--- src/rtl/mem_port_arbiter.sv ---
// Shares one memory port between instruction fetch and data access: round-robin
// arbitration on ties, latched request payload, bounded wait with timeout error.
module mem_port_arbiter #(
   parameter int unsigned BITSIZE = 32,
   parameter int unsigned TIMEOUT = 255
) (
   input  logic               clk,
   input  logic               resetn_i,
   // instruction-fetch port
   input  logic [BITSIZE-1:0] IF_addr_i,
   input  logic               IF_read_i,
   output logic [BITSIZE-1:0] IF_data_o,
   output logic               IF_valid_o,
   // data port
   input  logic [BITSIZE-1:0] MEM_addr_i,
   input  logic [BITSIZE-1:0] MEM_data_i,
   input  logic               MEM_read_i,
   input  logic               MEM_write_i,
   input  logic [1:0]         MEM_write_size_i,
   output logic [BITSIZE-1:0] MEM_data_o,
   output logic               MEM_valid_o,
   // memory port
   output logic [BITSIZE-1:0] mem_addr_o,
   output logic [BITSIZE-1:0] mem_wdata_o,
   input  logic [BITSIZE-1:0] mem_rdata_i,
   output logic               mem_read_o,
   output logic               mem_write_o,
   output logic [1:0]         mem_size_o,
   input  logic               mem_valid_i,
   // status
   output logic               err_o
);

   localparam int unsigned CNT_W = 8;
   localparam logic [CNT_W-1:0] LAST_WAIT = CNT_W'(TIMEOUT - 1);
   localparam logic [1:0] SIZE_WORD = 2'b10;

   typedef enum logic [1:0] {
      IDLE      = 2'd0,
      GRANT_IF  = 2'd1,
      GRANT_MEM = 2'd2,
      RESP      = 2'd3
   } state_t;

   state_t             state_q, state_d;
   logic               last_if_q, last_if_d;
   logic [BITSIZE-1:0] addr_q, addr_d;
   logic [BITSIZE-1:0] wdata_q, wdata_d;
   logic [1:0]         size_q, size_d;
   logic               rd_q, rd_d;
   logic               wr_q, wr_d;
   logic [CNT_W-1:0]   cnt_q, cnt_d;
   logic [BITSIZE-1:0] if_data_q, if_data_d;
   logic [BITSIZE-1:0] mem_data_q, mem_data_d;
   logic               if_valid_q, if_valid_d;
   logic               mem_valid_q, mem_valid_d;
   logic               err_q, err_d;

   logic               if_req;
   logic               mem_req;
   logic               grant_mem;
   logic [BITSIZE-1:0] rsp_data;

   assign if_req    = IF_read_i;
   assign mem_req   = MEM_read_i | MEM_write_i;
   // On a tie the data port wins only if fetch was served last
   assign grant_mem = mem_req & (~if_req | last_if_q);
   // Writes and timeouts return zero data
   assign rsp_data  = (mem_valid_i && rd_q) ? mem_rdata_i : '0;

   always_comb begin
      state_d     = state_q;
      last_if_d   = last_if_q;
      addr_d      = addr_q;
      wdata_d     = wdata_q;
      size_d      = size_q;
      rd_d        = rd_q;
      wr_d        = wr_q;
      cnt_d       = cnt_q;
      if_data_d   = if_data_q;
      mem_data_d  = mem_data_q;
      if_valid_d  = 1'b0;
      mem_valid_d = 1'b0;
      err_d       = 1'b0;

      case (state_q)
         IDLE: begin
            if (grant_mem) begin
               state_d   = GRANT_MEM;
               last_if_d = 1'b0;
               addr_d    = MEM_addr_i;
               wdata_d   = MEM_data_i;
               size_d    = MEM_write_size_i;
               rd_d      = ~MEM_write_i;
               wr_d      = MEM_write_i;
               cnt_d     = '0;
            end else if (if_req) begin
               state_d   = GRANT_IF;
               last_if_d = 1'b1;
               addr_d    = IF_addr_i;
               wdata_d   = '0;
               size_d    = SIZE_WORD;
               rd_d      = 1'b1;
               wr_d      = 1'b0;
               cnt_d     = '0;
            end
         end
         GRANT_IF, GRANT_MEM: begin
            if (!mem_valid_i) begin
               cnt_d = cnt_q + CNT_W'(1);
            end
            // A response beats a coinciding timeout
            if (mem_valid_i || (cnt_q == LAST_WAIT)) begin
               state_d = RESP;
               err_d   = ~mem_valid_i;
               addr_d  = '0;
               wdata_d = '0;
               size_d  = '0;
               rd_d    = 1'b0;
               wr_d    = 1'b0;
               if (state_q == GRANT_IF) begin
                  if_valid_d = 1'b1;
                  if_data_d  = rsp_data;
               end else begin
                  mem_valid_d = 1'b1;
                  mem_data_d  = rsp_data;
               end
            end
         end
         RESP: begin
            state_d = IDLE;
         end
         default: begin
            state_d = IDLE;
         end
      endcase
   end

   always_ff @(posedge clk or negedge resetn_i) begin
      if (!resetn_i) begin
         state_q     <= IDLE;
         last_if_q   <= 1'b1;
         addr_q      <= '0;
         wdata_q     <= '0;
         size_q      <= '0;
         rd_q        <= 1'b0;
         wr_q        <= 1'b0;
         cnt_q       <= '0;
         if_data_q   <= '0;
         mem_data_q  <= '0;
         if_valid_q  <= 1'b0;
         mem_valid_q <= 1'b0;
         err_q       <= 1'b0;
      end else begin
         state_q     <= state_d;
         last_if_q   <= last_if_d;
         addr_q      <= addr_d;
         wdata_q     <= wdata_d;
         size_q      <= size_d;
         rd_q        <= rd_d;
         wr_q        <= wr_d;
         cnt_q       <= cnt_d;
         if_data_q   <= if_data_d;
         mem_data_q  <= mem_data_d;
         if_valid_q  <= if_valid_d;
         mem_valid_q <= mem_valid_d;
         err_q       <= err_d;
      end
   end

   // Payload registers are zeroed outside GRANT_*, so the bus reads them directly
   assign mem_addr_o  = addr_q;
   assign mem_wdata_o = wdata_q;
   assign mem_size_o  = size_q;
   assign mem_read_o  = rd_q;
   assign mem_write_o = wr_q;
   assign IF_data_o   = if_data_q;
   assign IF_valid_o  = if_valid_q;
   assign MEM_data_o  = mem_data_q;
   assign MEM_valid_o = mem_valid_q;
   assign err_o       = err_q;

endmodule

--- config.mk ---
export PLATFORM = sky130hd
export DESIGN_NAME = mem_port_arbiter
export DESIGN_NICKNAME = d
export VERILOG_FILES = /design/src/rtl/mem_port_arbiter.sv
export SDC_FILE = /design/constraint.sdc
export NUM_CORES = 1
export LEC_CHECK = 0
export CORE_MARGIN = 2
export CORE_UTILIZATION = 42
export DETAILED_ROUTE_END_ITERATION = 6
export GPL_TIMING_DRIVEN = 0
export PLACE_DENSITY = 0.79
export SKIP_CTS_REPAIR_TIMING = 1
export SLEW_MARGIN = 20
export SYNTH_ARGS = -nofsm -noshare
export SYNTH_HDL_FRONTEND = slang
export SYNTH_SLANG_ARGS = --single-unit
--- constraint.sdc ---
create_clock -name clk -period 2.42 [get_ports clk]
set_clock_uncertainty 0.2 [all_clocks]
set_input_delay 0.484 -clock clk [delete_from_list [all_inputs] [get_ports clk]]
set_output_delay 0.484 -clock clk [all_outputs]
set_load 0.02 [all_outputs]
==> Flow_metrics.wiki, run 1 <==
{| class="wikitable"
! Metric !! Value
|-
| Outcome || complete, no violations
|-
| Area occupied by registers || 3650 um^2
|-
| Register-to-register setup slack || 0.09 ns
|-
| Ordered cell list for the critical path || inv_1 -> ha_4 -> or4b_1 -> buf_2 -> o21a_2 -> nand2_4 -> buf_8 -> buf_12 -> o2bb2ai_2
|-
| Clock latency at the later pin of the worst-skew pair || 0.41 ns
|-
| Endpoints failing setup || 0
|-
| Maximum number of buffers from clock root to sink || 2
|-
| Gate count after technology mapping || 421
|-
| Number of different library cells in the post-synthesis netlist || 39
|-
| #FFs+latches synth || 146
|-
| Post-synthesis average cell area || 14.1 um^2
|-
| Overall die area || 15100 um^2
|-
| Routed Wire Length || 16800 um
|-
| DRC violation count after routing || 0
|-
| Worst IR Drop VDD || 0.859 mV
|-
| Critical Setup Path Class || flop to flop
|-
| Total power after layout || 13.7 mW
|-
| Type of destination of the critical path || flop
|-
| First-pass GRT wire length || 26000 um
|-
| Initial antenna violation count || 0
|-
| Type of the tightest min-delay check || flop to flop
|-
| Core Region || 13800 um^2
|-
| Vias per inst || 5.25
|-
| Area of combinational cells with multiple inputs || 2070 um^2
|-
| Clk slew on worst S/H paths || 0.06 ns
|-
| Fill count || 961
|-
| Post-DRT Antenna Nets || 0
|-
| Setup repair after global routing missed its margin || yes
|-
| Sum of net half-perimeters after detailed placement || 12200 um
|-
| Chip Width || 123 um
|-
| Highest fanout seen on the critical path || 10
|-
| Via count of the first global-routing pass || 5084
|-
| Total I/O pin count || 271
|-
| Leakage || 4.27 nW
|-
| Period Utilization, post-route || 0.963
|-
| Number of max-capacitance violations reported || 0
|-
| CTS root buf || sky130_fd_sc_hd__clkbuf_16
|-
| Final Max Tran Viols || 0
|-
| Largest net degree at the start of global routing || 76
|-
| DRC marker count from the first detailed-route iteration || 209
|-
| Num rows || 43
|-
| Commonest cells after routing, fill and taps aside || sky130_fd_sc_hd__clkdlybuf4s50_1, sky130_fd_sc_hd__dfrtp_1, sky130_fd_sc_hd__a22o_1, sky130_fd_sc_hd__mux2i_1, sky130_fd_sc_hd__o2bb2ai_2
|-
| Die Height || 123 um
|-
| Final net count || 853
|-
| Highest Clock Rate || 429 MHz
|-
| Effective utilization at floorplan || 0.429
|-
| Power density over the cells || 1420 nW/um^2
|-
| Worst hold margin || 0.288 ns
|-
| Final-report hold violation count || 0
|-
| Biggest cell delay along the critical path || 0.45 ns
|-
| Number of buffers created by CTS || 17
|-
| Clock period minus final worst setup slack || 2.33 ns
|-
| Number of placed instances with taps included || 872
|-
| Measured slew at the worst slew-check pin || 0.696 ns
|-
| Routed via count || 4753
|-
| EDFF count, synth || 0
|-
| Global-route usage over all layers || 0.226
|-
| Critical Path Source Type || flop
|-
| Port Buffers || 270
|-
| Most used flip-flop cell after synthesis || sky130_fd_sc_hd__dfrtp_1
|-
| Slowest-stage cell, CP || sky130_fd_sc_hd__or4b_1
|-
| Number of H-tree branching levels || 4
|-
| Congestion Overflow GR || 0
|-
| Layout overhead on the synthesized area || 62.1%
|-
| CTS sink count || 146
|-
| Number of search-and-repair iterations in the first detailed-routing pass || 4
|-
| Post-synth ARST share || 1.00
|-
| Setup WS post-layout || 0.0897 ns
|-
| Leading cell type in the layout, fill and taps excluded || sky130_fd_sc_hd__clkdlybuf4s50_1
|-
| Routed len/inst || 18.5 um
|-
| Final instance count without filler cells || 905
|-
| Antenna diode count || 0
|-
| Placer Congestion || 0.803
|-
| Fraction of final layout cells sized beyond drive strength 1 || 0.117
|-
| Arrival time of the worst setup path || 2.47 ns
|-
| CP Data Required Time || 2.56 ns
|-
| Sequential fraction of the synthesis area || 0.617
|-
| TritonCTS clock tree || built
|-
| Post-Place Setup Slack || -0.385 ns
|-
| Netlist area before placement || 5930 um^2
|-
| Slew Limit Headroom || 0.536
|-
| Warnings from Yosys || 0
|-
| Total nets after synthesis || 562
|}
cells in the mapped netlist (all sizes together), types with 3 or more instances:
library cell	count	area share
nand2	11	0.0082
clkbuf	16	0.010
ha	5	0.011
and2	3	0.0032
buf	17	0.022
mux2i	33	0.056
nand2b	3	0.0032
a21oi	6	0.0051
nor2	4	0.0025
o21ai	6	0.0051
a22o	100	0.15
inv	8	0.0051
o2bb2ai	33	0.070
or3	4	0.0042
o211ai	3	0.0038
dfrtp	145	0.61
nand3	5	0.0042
flip-flops by register name, indices dropped and copies added (netlist names):
register and flops:
IF_data_o 32, MEM_data_o 32, mem_addr_o 32, mem_wdata_o 32
cnt_q 8, mem_size_o 2, state_q 2, IF_valid_o 1
MEM_valid_o 1, err_o 1, last_if_q 1, mem_read_o 1
mem_write_o 1
cell type report:
class	count	share of cell area
Buffer	33	0.0208
Clock buffer	23	0.0529
Clock inverter	9	0.0180
Inverter	8	0.00313
Multi-Input combinational cell	234	0.216
Sequential cell	146	0.380
Tap cell	180	0.0234
Timing Repair Buffer	272	0.286
worst paths after layout:
path / startpoint / end / cells past startpoint
worst max-delay path: state_q[0] / mem_addr_o[17] / 9
worst min-delay path: mem_addr_o[7] / mem_addr_o[7] / 1
worst max register to register: state_q[0] / mem_addr_o[17] / 9
worst min register to register: mem_addr_o[7] / mem_addr_o[7] / 1
max in group asynchronous: resetn_i / MEM_data_o[17] / 3
min in group asynchronous: resetn_i / mem_addr_o[17] / 2
stage by stage:
stage / TNS [ns] / utilization / instance area (um^2)
floorplan: 0 / - / 5930
global placement: -714.11 / 0.640 / 8850
detailed placement: -25.05 / 0.643 / 8890
CTS: -3.41 / 0.692 / 9570
global route: 0 / 0.695 / 9610
finish: 0 / 0.695 / 9610
routing by layer:
layer  GRT usage  wire length [um]  vias to the layer above
met5           0                 0                        -
met3      0.0799              1450                       24
met2       0.376              8400                      206
met1       0.272              6630                     2336
li1            -                 -                     2187
met4      0.0740               291                        0
worst max-delay path: cells and delay by family (launching register included):
family / cells / cell delay, ns
buffers and inverters: 4 / 0.64
and+or+nand+nor: 2 / 0.57
DFF: 1 / 0.38
AOI/OAI and AO/OA: 2 / 0.27
adders and majority gates: 1 / 0.19
kinds of logic after synthesis:
| group | after synthesis | synth area share |
|---|---|---|
| DFF | 146 | 0.617 |
| muxes | 33 | 0.0557 |
| adders and majority gates | 5 | 0.0106 |
| and+or+nand+nor | 39 | 0.0363 |
| AOI/OAI and AO/OA | 156 | 0.242 |
| xor gates and xnor gates | 1 | 0.00148 |
| buffers and inverters | 41 | 0.0372 |
power by group:
| group | leakage (nW) | internal (mW) | switching [mW] |
|---|---|---|---|
| clock | 0.335 | 1.99 | 0.991 |
| sequential | 1.99 | 3.48 | 0.659 |
| combinational | 1.95 | 3.21 | 3.32 |
| total | 4.27 | 8.68 | 4.97 |
No activity file was read; power rests on OpenSTA's default activity.
==> run 2, diff against run 1 <==
ABC_AREA = 1   (was default)
CORE_UTILIZATION = 43   (was 42)
PLACE_DENSITY = 0.78   (was 0.79)
==> run 2 against run 1 <==
Net effect: first-iteration DRC count is 83% higher; hold slack worse by 0.0066 ns; maximum frequency is 3.5% higher; die area is 7.1% higher; clock power is 14% lower; non-clock buffer count is 16 higher; utilization is 0.76 points lower.
==> Flow_metrics.wiki, run 2 <==
{| class="wikitable"
! Metric !! Value
|-
| Outcome || complete, no violations
|-
| Die Height || 127 um (+3.5%)
|-
| Critical R2R Launch || state_q[0]
|-
| CP Data Required Time || 2.50 ns (-0.06 ns)
|-
| Fraction of final layout cells sized beyond drive strength 1 || 0.0707 (-0.0466)
|-
| Overall die area || 16200 um^2 (+7.1%)
|-
| Number of different library cells in the post-synthesis netlist || 23 (-41%)
|-
| Critical Path Source || state_q[0]
|-
| Commonest cells after routing, fill and taps aside || sky130_fd_sc_hd__clkdlybuf4s50_1, sky130_fd_sc_hd__nand2_1, sky130_fd_sc_hd__dfrtp_1, sky130_fd_sc_hd__o21ai_1, sky130_fd_sc_hd__o21ai_0
|-
| Share of cell area taken by muxes after synthesis || 0 (-0.0557)
|-
| Netlist area before placement || 6520 um^2 (+9.9%)
|-
| Type of destination of the critical path || flop
|-
| Largest area contributor in the synthesized netlist || sky130_fd_sc_hd__dfrtp_1
|-
| Num rows || 44 (+2.3%)
|-
| Most used flip-flop cell after synthesis || sky130_fd_sc_hd__dfrtp_1
|-
| Global-route usage over all layers || 0.252 (+0.0269)
|-
| Via count of the first global-routing pass || 6005 (+18%)
|-
| DRC marker count from the first detailed-route iteration || 382 (+83%)
|-
| Congestion Overflow GR || 0 (unchanged)
|-
| Fill count || 1194 (+24%)
|-
| Most frequent cell after synthesis || sky130_fd_sc_hd__nand2_1
|-
| Antenna diode count || 0 (unchanged)
|-
| Number of search-and-repair iterations in the first detailed-routing pass || 6 (+2)
|-
| Post-synthesis average cell area || 8.61 um^2 (-39%)
|-
| Highest Clock Rate || 444 MHz (+3.5%)
|-
| Critical Setup Path Class || flop to flop
|-
| Share of the synthesized area in the top cell type || 0.557 (-0.0554)
|-
| Effective utilization at floorplan || 0.445 (+0.0163)
|-
| TritonCTS clock tree || built
|-
| Number of buffers created by CTS || 17 (unchanged)
|-
| #FFs+latches synth || 146 (unchanged)
|-
| Worst IR Drop VDD || 0.694 mV (-19%)
|-
| Combinational family with the most area after synthesis || simple AND/OR/NAND/NOR gates
|-
| Area of combinational cells with multiple inputs || 2380 um^2 (+15%)
|-
| Post-Synth Adder-Cell Area || 0.00960 (-0.000955)
|-
| Critical Path Source Type || flop
|-
| Maximum number of buffers from clock root to sink || 2 (unchanged)
|-
| Post-synth ARST share || 1.00 (unchanged)
|-
| Top area cells in the synthesized netlist || sky130_fd_sc_hd__dfrtp_1, sky130_fd_sc_hd__nand2_1, sky130_fd_sc_hd__o21ai_1, sky130_fd_sc_hd__o21ai_0, sky130_fd_sc_hd__nand3b_1
|-
| Area fraction in and, or, nand and nor cells after synthesis || 0.241 (+0.205)
|-
| Most frequent cells after synthesis || sky130_fd_sc_hd__nand2_1, sky130_fd_sc_hd__dfrtp_1, sky130_fd_sc_hd__o21ai_1
|-
| Leading cell type in the layout, fill and taps excluded || sky130_fd_sc_hd__clkdlybuf4s50_1
|-
| Number of H-tree branching levels || 4 (unchanged)
|-
| Final net count || 1189 (+39%)
|-
| Arrival time of the worst setup path || 2.33 ns (-0.14 ns)
|-
| Gate count after technology mapping || 757 (+80%)
|-
| Synth Area in Compound Gates || 0.115 (-0.127)
|-
| Leakage || 4.44 nW (+3.9%)
|-
| Final instance count without filler cells || 1245 (+38%)
|-
| Post-DRT Antenna Nets || 0 (unchanged)
|-
| Clock latency at the later pin of the worst-skew pair || 0.41 ns (about the same)
|-
| Initial antenna violation count || 0 (unchanged)
|-
| Number of placed instances with taps included || 1212 (+39%)
|-
| Number of max-capacitance violations reported || 0 (unchanged)
|-
| Measured slew at the worst slew-check pin || 0.512 ns (-0.184 ns)
|-
| Sequential fraction of the synthesis area || 0.561 (-0.0558)
|-
| Chip Width || 127 um (+3.5%)
|-
| Port Buffers || 270 (unchanged)
|-
| Total I/O pin count || 271 (unchanged)
|-
| Routed via count || 6237 (+31%)
|-
| Highest fanout seen on the critical path || 10 (unchanged)
|-
| Final Max Tran Viols || 0 (unchanged)
|-
| Clk slew on worst S/H paths || 0.06 ns (about the same)
|-
| Capturing instance or port of the critical path || mem_addr_o[16]
|-
| Endpoints failing setup || 0 (unchanged)
|-
| Register-to-register setup slack || 0.17 ns (+0.08 ns)
|-
| DRC violation count after routing || 0 (unchanged)
|-
| CTS sink count || 146 (unchanged)
|-
| First-pass GRT wire length || 32000 um (+23%)
|-
| Placer Congestion || 0.879 (+9.6%)
|-
| Vias per inst || 5.01 (-4.6%)
|-
| EDFF count, synth || 0 (unchanged)
|-
| Area occupied by registers || 3650 um^2 (unchanged)
|-
| Period Utilization, post-route || 0.930 (-0.0330)
|-
| CTS root buf || sky130_fd_sc_hd__clkbuf_16
|-
| Total power after layout || 13.3 mW (-2.2%)
|-
| Routed Wire Length || 20100 um (+20%)
|-
| XOR/XNOR Fraction of Synth Area || 0 (-0.00148)
|-
| Power density over the cells || 1330 nW/um^2 (-6.7%)
|-
| Type of the tightest min-delay check || flop to flop
|-
| Core Region || 14600 um^2 (+5.9%)
|-
| Capturing point of the worst reg2reg path || mem_addr_o[16]
|-
| Cell count of the worst reg-to-reg path || 8 (-1)
|-
| Layout overhead on the synthesized area || 54.5%
|-
| Setup repair after global routing missed its margin || no
|-
| Slew Limit Headroom || 0.659 (+0.123)
|-
| Routed len/inst || 16.2 um (-13%)
|-
| Sum of net half-perimeters after detailed placement || 14800 um (+22%)
|-
| Total nets after synthesis || 898 (+60%)
|-
| Final-report hold violation count || 0 (unchanged)
|-
| Largest net degree at the start of global routing || 81 (+6.6%)
|-
| Hold-critical path depth || 2 (+1)
|-
| Clock period minus final worst setup slack || 2.25 ns (-0.0798 ns)
|-
| Warnings from Yosys || 0 (unchanged)
|}
==> run 2: cell count changes in the layout (fill, tap and decap cells not counted), sizes merged, moves of 33 or more <==
cell,change
inv,+44
o2bb2ai,-33
nand2,+252
mux2i,-33
nand3,+43
a22o,-100
o21ai,+139
==> run 2: power breakdown <==
group / internal [mW] / total (mW) / switching (mW)
combinational: 2.82 / 6.98 / 4.16
clock: 1.52 / 2.55 / 1.03
sequential: 3.35 / 3.82 / 0.466
total: 7.68 / 13.3 / 5.66
==> run 2: layer usage <==
layer / vias up / share of wire / global-route usage
met5: - / 0 / 0
met1: 2942 / 0.43 / 0.333
met3: 33 / 0.059 / 0.0544
met4: 0 / 0.029 / 0.0899
li1: 3038 / - / -
met2: 224 / 0.49 / 0.415
==> run 2: kinds of logic (layout without fill, tap and decap cells) <==
family / Yosys count / after routing
DFF: 146 / 146
buffers and inverters: 100 / 404
and+or+nand+nor: 357 / 357
AOI/OAI and AO/OA: 149 / 149
adders and majority gates: 5 / 5
==> run 2: final cells by class <==
cell class | count | area share
well taps | 184 | 0.0229
clock inverters | 13 | 0.0137
inverters | 51 | 0.0190
flip-flops and latches | 146 | 0.363
plain buffers | 49 | 0.0288
repair buffers | 272 | 0.273
multi-input cells | 511 | 0.237
clock buffers | 19 | 0.0430
==> run 2: worst max-delay path, stage by stage (launching register included) <==
cell and delay (ns):
sky130_fd_sc_hd__dfrtp_1 0.36, sky130_fd_sc_hd__inv_1 0.07, sky130_fd_sc_hd__ha_1 0.34, sky130_fd_sc_hd__buf_4 0.19
sky130_fd_sc_hd__nor2_1 0.15, sky130_fd_sc_hd__inv_1 0.09, sky130_fd_sc_hd__nand3_4 0.17, sky130_fd_sc_hd__clkbuf_1 0.42
sky130_fd_sc_hd__o21ai_1 0.12
==> run 2: per-stage QoR <==
step                instance area [um^2]  hold slack [ns]  worst slack (ns)   util  setup TNS [ns]
finish                             10100            0.282             0.170  0.687               0
global route                       10100            0.306            0.0142  0.687               0
CTS                                10100           -0.172             0.140  0.686               0
detailed placement                  9480            0.266           -0.0623  0.647           -1.00
global placement                    9450            0.264             -5.24  0.645         -762.52
floorplan                           6520          -0.0116             0.509      -               0
==> run 2: how the worst min path moves through the flow <==
stage | startpoint | end | slack, ns
final | IF_data_o[26] | IF_data_o[26] | 0.28
after global routing | mem_addr_o[7] | mem_addr_o[7] | 0.31
after CTS | resetn_i | mem_wdata_o[18] | -0.17
after detailed placement | resetn_i | mem_wdata_o[18] | 0.27
after global placement | last_if_q | last_if_q | 0.26
after floorplan | resetn_i | IF_data_o[0] | -0.01
==> run 3, diff against run 2 <==
--- a/config.mk
+++ b/config.mk
@@ -12,2 +12,3 @@
 export GPL_TIMING_DRIVEN = 0
+export MAX_ROUTING_LAYER = met4
 export PLACE_DENSITY = 0.78
==> constraint.sdc (replaced) <==
create_clock -name clk -period 2.42 [get_ports clk]
set_clock_uncertainty 0.2 [all_clocks]
set_input_delay 0.363 -clock clk [delete_from_list [all_inputs] [get_ports clk]]
set_output_delay 0.363 -clock clk [all_outputs]
set_load 0.02 [all_outputs]
==> run 3 against run 2 <==
Net effect: setup slack better by 0.012 ns; clock-buffer cell count unchanged; wire length up 0.23%; non-clock buffer count unchanged; critical path depth unchanged; hold slack worse by 0.0091 ns; total power about the same; flip-flop and latch count unchanged; utilization about the same; first-iteration DRC count up 9.7%; critical path type unchanged; largest cell class unchanged.
==> Flow_metrics.wiki, run 3 (synthesized netlist as in run 2, its figures left out) <==
{| class="wikitable"
! Metric !! Value
|-
| Power density over the cells || 1330 nW/um^2 (about the same)
|-
| Num rows || 44 (unchanged)
|-
| Maximum number of buffers from clock root to sink || 2 (unchanged)
|-
| Largest net degree at the start of global routing || 81 (unchanged)
|-
| Placer Congestion || 0.894 (+1.7%)
|-
| Commonest cells after routing, fill and taps aside || sky130_fd_sc_hd__clkdlybuf4s50_1, sky130_fd_sc_hd__nand2_1, sky130_fd_sc_hd__dfrtp_1, sky130_fd_sc_hd__o21ai_1, sky130_fd_sc_hd__o21ai_0
|-
| Overall die area || 16200 um^2 (unchanged)
|-
| Arrival time of the worst setup path || 2.32 ns (about the same)
|-
| Worst IR Drop VDD || 0.696 mV (+0.18%)
|-
| Chip Width || 127 um (unchanged)
|-
| Final net count || 1189 (unchanged)
|-
| Setup WS post-layout || 0.182 ns (+0.0121 ns)
|-
| Core Region || 14600 um^2 (unchanged)
|-
| Period Utilization, post-route || 0.925 (-0.00500)
|-
| Routed Wire Length || 20200 um (+0.23%)
|-
| Proportion of power drawn by flip-flops and latches || 0.286 (about the same)
|-
| Routed len/inst || 16.2 um (+0.23%)
|-
| Highest fanout seen on the critical path || 10 (unchanged)
|-
| Number of search-and-repair iterations in the first detailed-routing pass || 5 (-1)
|-
| Global Route met1 Usage || 0.336 (+0.00329)
|-
| Part of the power in combinational logic || 0.523 (about the same)
|-
| Outcome || complete, no violations
|-
| Final Max Tran Viols || 0 (unchanged)
|-
| Measured slew at the worst slew-check pin || 0.515 ns (+0.00238 ns)
|-
| Critical Setup Path Class || flop to flop
|-
| Internal portion of total power || 7.68 mW (about the same)
|-
| Port Buffers || 270 (unchanged)
|-
| Final-report hold violation count || 0 (unchanged)
|-
| Antenna diode count || 0 (unchanged)
|-
| CTS root buf || sky130_fd_sc_hd__clkbuf_16
|-
| GR peak layer || met2
|-
| Clock latency at the later pin of the worst-skew pair || 0.41 ns (about the same)
|-
| Highest Clock Rate || 447 MHz (+0.54%)
|-
| Biggest cell delay along the critical path || 0.41 ns (about the same)
|-
| Number of buffers created by CTS || 17 (unchanged)
|-
| Cell count of the worst reg-to-reg path || 8 (unchanged)
|-
| Clock network fraction of design power || 0.191 (about the same)
|-
| Critical R2R Launch || state_q[0]
|-
| Setup repair after global routing missed its margin || no
|-
| Endpoints failing setup || 0 (unchanged)
|-
| Effective utilization at floorplan || 0.445 (unchanged)
|-
| Leading cell type in the layout, fill and taps excluded || sky130_fd_sc_hd__clkdlybuf4s50_1
|-
| Global-route usage over all layers || 0.260 (+0.00787)
|-
| DRC marker count from the first detailed-route iteration || 419 (+9.7%)
|-
| Via count of the first global-routing pass || 6000 (-0.083%)
|-
| Sum of net half-perimeters after detailed placement || 14800 um (unchanged)
|-
| Met3 track utilization from global routing || 0.0515 (-0.00293)
|-
| Register-to-register setup slack || 0.18 ns (about the same)
|-
| Utilization after layout || 0.687 (about the same)
|-
| Post-DRT Antenna Nets || 0 (unchanged)
|-
| Number of max-capacitance violations reported || 0 (unchanged)
|-
| Post-Place Setup Slack || 0.0587 ns (+0.121 ns)
|-
| Leakage || 4.44 nW (about the same)
|-
| Initial antenna violation count || 0 (unchanged)
|-
| Clock period minus final worst setup slack || 2.24 ns (-0.0121 ns)
|-
| Met2 global-route usage || 0.415 (about the same)
|-
| DRC violation count after routing || 0 (unchanged)
|-
| Slowest-stage cell, CP || sky130_fd_sc_hd__clkbuf_1
|-
| Slew Limit Headroom || 0.657 (-0.00159)
|-
| Net switching power of the design || 5.66 mW (about the same)
|-
| Critical Path Source Type || flop
|-
| Fraction of final layout cells sized beyond drive strength 1 || 0.0697 (-0.000943)
|-
| Die Height || 127 um (unchanged)
|-
| First-pass GRT wire length || 32000 um (unchanged)
|-
| Capturing point of the worst reg2reg path || mem_addr_o[16]
|-
| Number of placed instances with taps included || 1212 (unchanged)
|-
| Number of H-tree branching levels || 4 (unchanged)
|-
| Total power after layout || 13.3 mW (about the same)
|-
| Final instance count without filler cells || 1245 (unchanged)
|-
| Total negative slack || 0 ns (unchanged)
|-
| Switching part of the total || 0.424 (about the same)
|-
| Congestion Overflow GR || 0 (unchanged)
|-
| Vias per inst || 5.02 (+0.14%)
|-
| CP dominant cell by count || sky130_fd_sc_hd__inv_1
|-
| TritonCTS clock tree || built
|-
| Type of the tightest min-delay check || input pin to async pin
|-
| Clk slew on worst S/H paths || 0.06 ns (about the same)
|-
| CTS sink count || 146 (unchanged)
|-
| Routed via count || 6246 (+0.14%)
|-
| CP Data Required Time || 2.50 ns (about the same)
|-
| Type of destination of the critical path || flop
|-
| Layout overhead on the synthesized area || 54.4% (about the same)
|-
| Total I/O pin count || 271 (unchanged)
|-
| Ordered cell list for the critical path || inv_1 -> ha_1 -> buf_4 -> nor2_1 -> inv_1 -> nand3_4 -> clkbuf_1 -> o21ai_1
|}
run 3: cell counts in the layout (fill, tap and decap cells not counted):
No cell type changed its count.
run 3: cell type report:
class	count	area, um^2
Inverter	51	191
Sequential cell	146	3650
Clock inverter	13	138
Buffer	49	289
Clock buffer	19	433
Timing Repair Buffer	272	2750
Fill cell	1195	4580
Tap cell	184	230
Multi-Input combinational cell	511	2380
run 3: through the flow:
stage | hold WS, ns | cell area (um^2)
global placement | 0.264 | 9450
CTS | -0.293 | 10100
finish | 0.273 | 10100
floorplan | -0.133 | 6520
detailed placement | 0.145 | 9480
global route | 0.303 | 10100
run 3: metal layers:
layer,wire (um),vias to the layer above,part of all wire
met4,599,0,0.030
met2,9810,217,0.49
met5,0,-,0
met3,1060,34,0.052
met1,8690,2954,0.43
li1,-,3041,-
run 3: worst max-delay path by stage:
stage / slack, ns / end / start
after floorplan: 0.51 / mem_addr_o[0] / state_q[0]
after global placement: -5.12 / MEM_valid_o / resetn_i
after detailed placement: 0.06 / mem_wdata_o[25] / MEM_write_i
after CTS: 0.14 / mem_wdata_o[31] / state_q[0]
after global routing: 0.009 / mem_addr_o[4] / state_q[0]
final: 0.18 / mem_addr_o[16] / state_q[0]
run 3: critical path: cells and delay by family, from the launching register on:
| kind | cells | cell delay, ns |
|---|---|---|
| DFF | 1 | 0.36 |
| buffers and inverters | 4 | 0.76 |
| and+or+nand+nor | 2 | 0.32 |
| adders and majority gates | 1 | 0.34 |
| AOI/OAI and AO/OA | 1 | 0.12 |
run 3: power by group through the flow:
stage | Combinational [mW] | Clock, mW | Sequential, mW
final | 6.98 | 2.55 | 3.81
after global routing | 7.60 | 2.69 | 3.91
after CTS | 7.02 | 2.58 | 3.81
after detailed placement | 6.99 | 0 | 3.84
after global placement | 6.90 | 0 | 3.82
after floorplan | 2.97 | 0 | 4.81
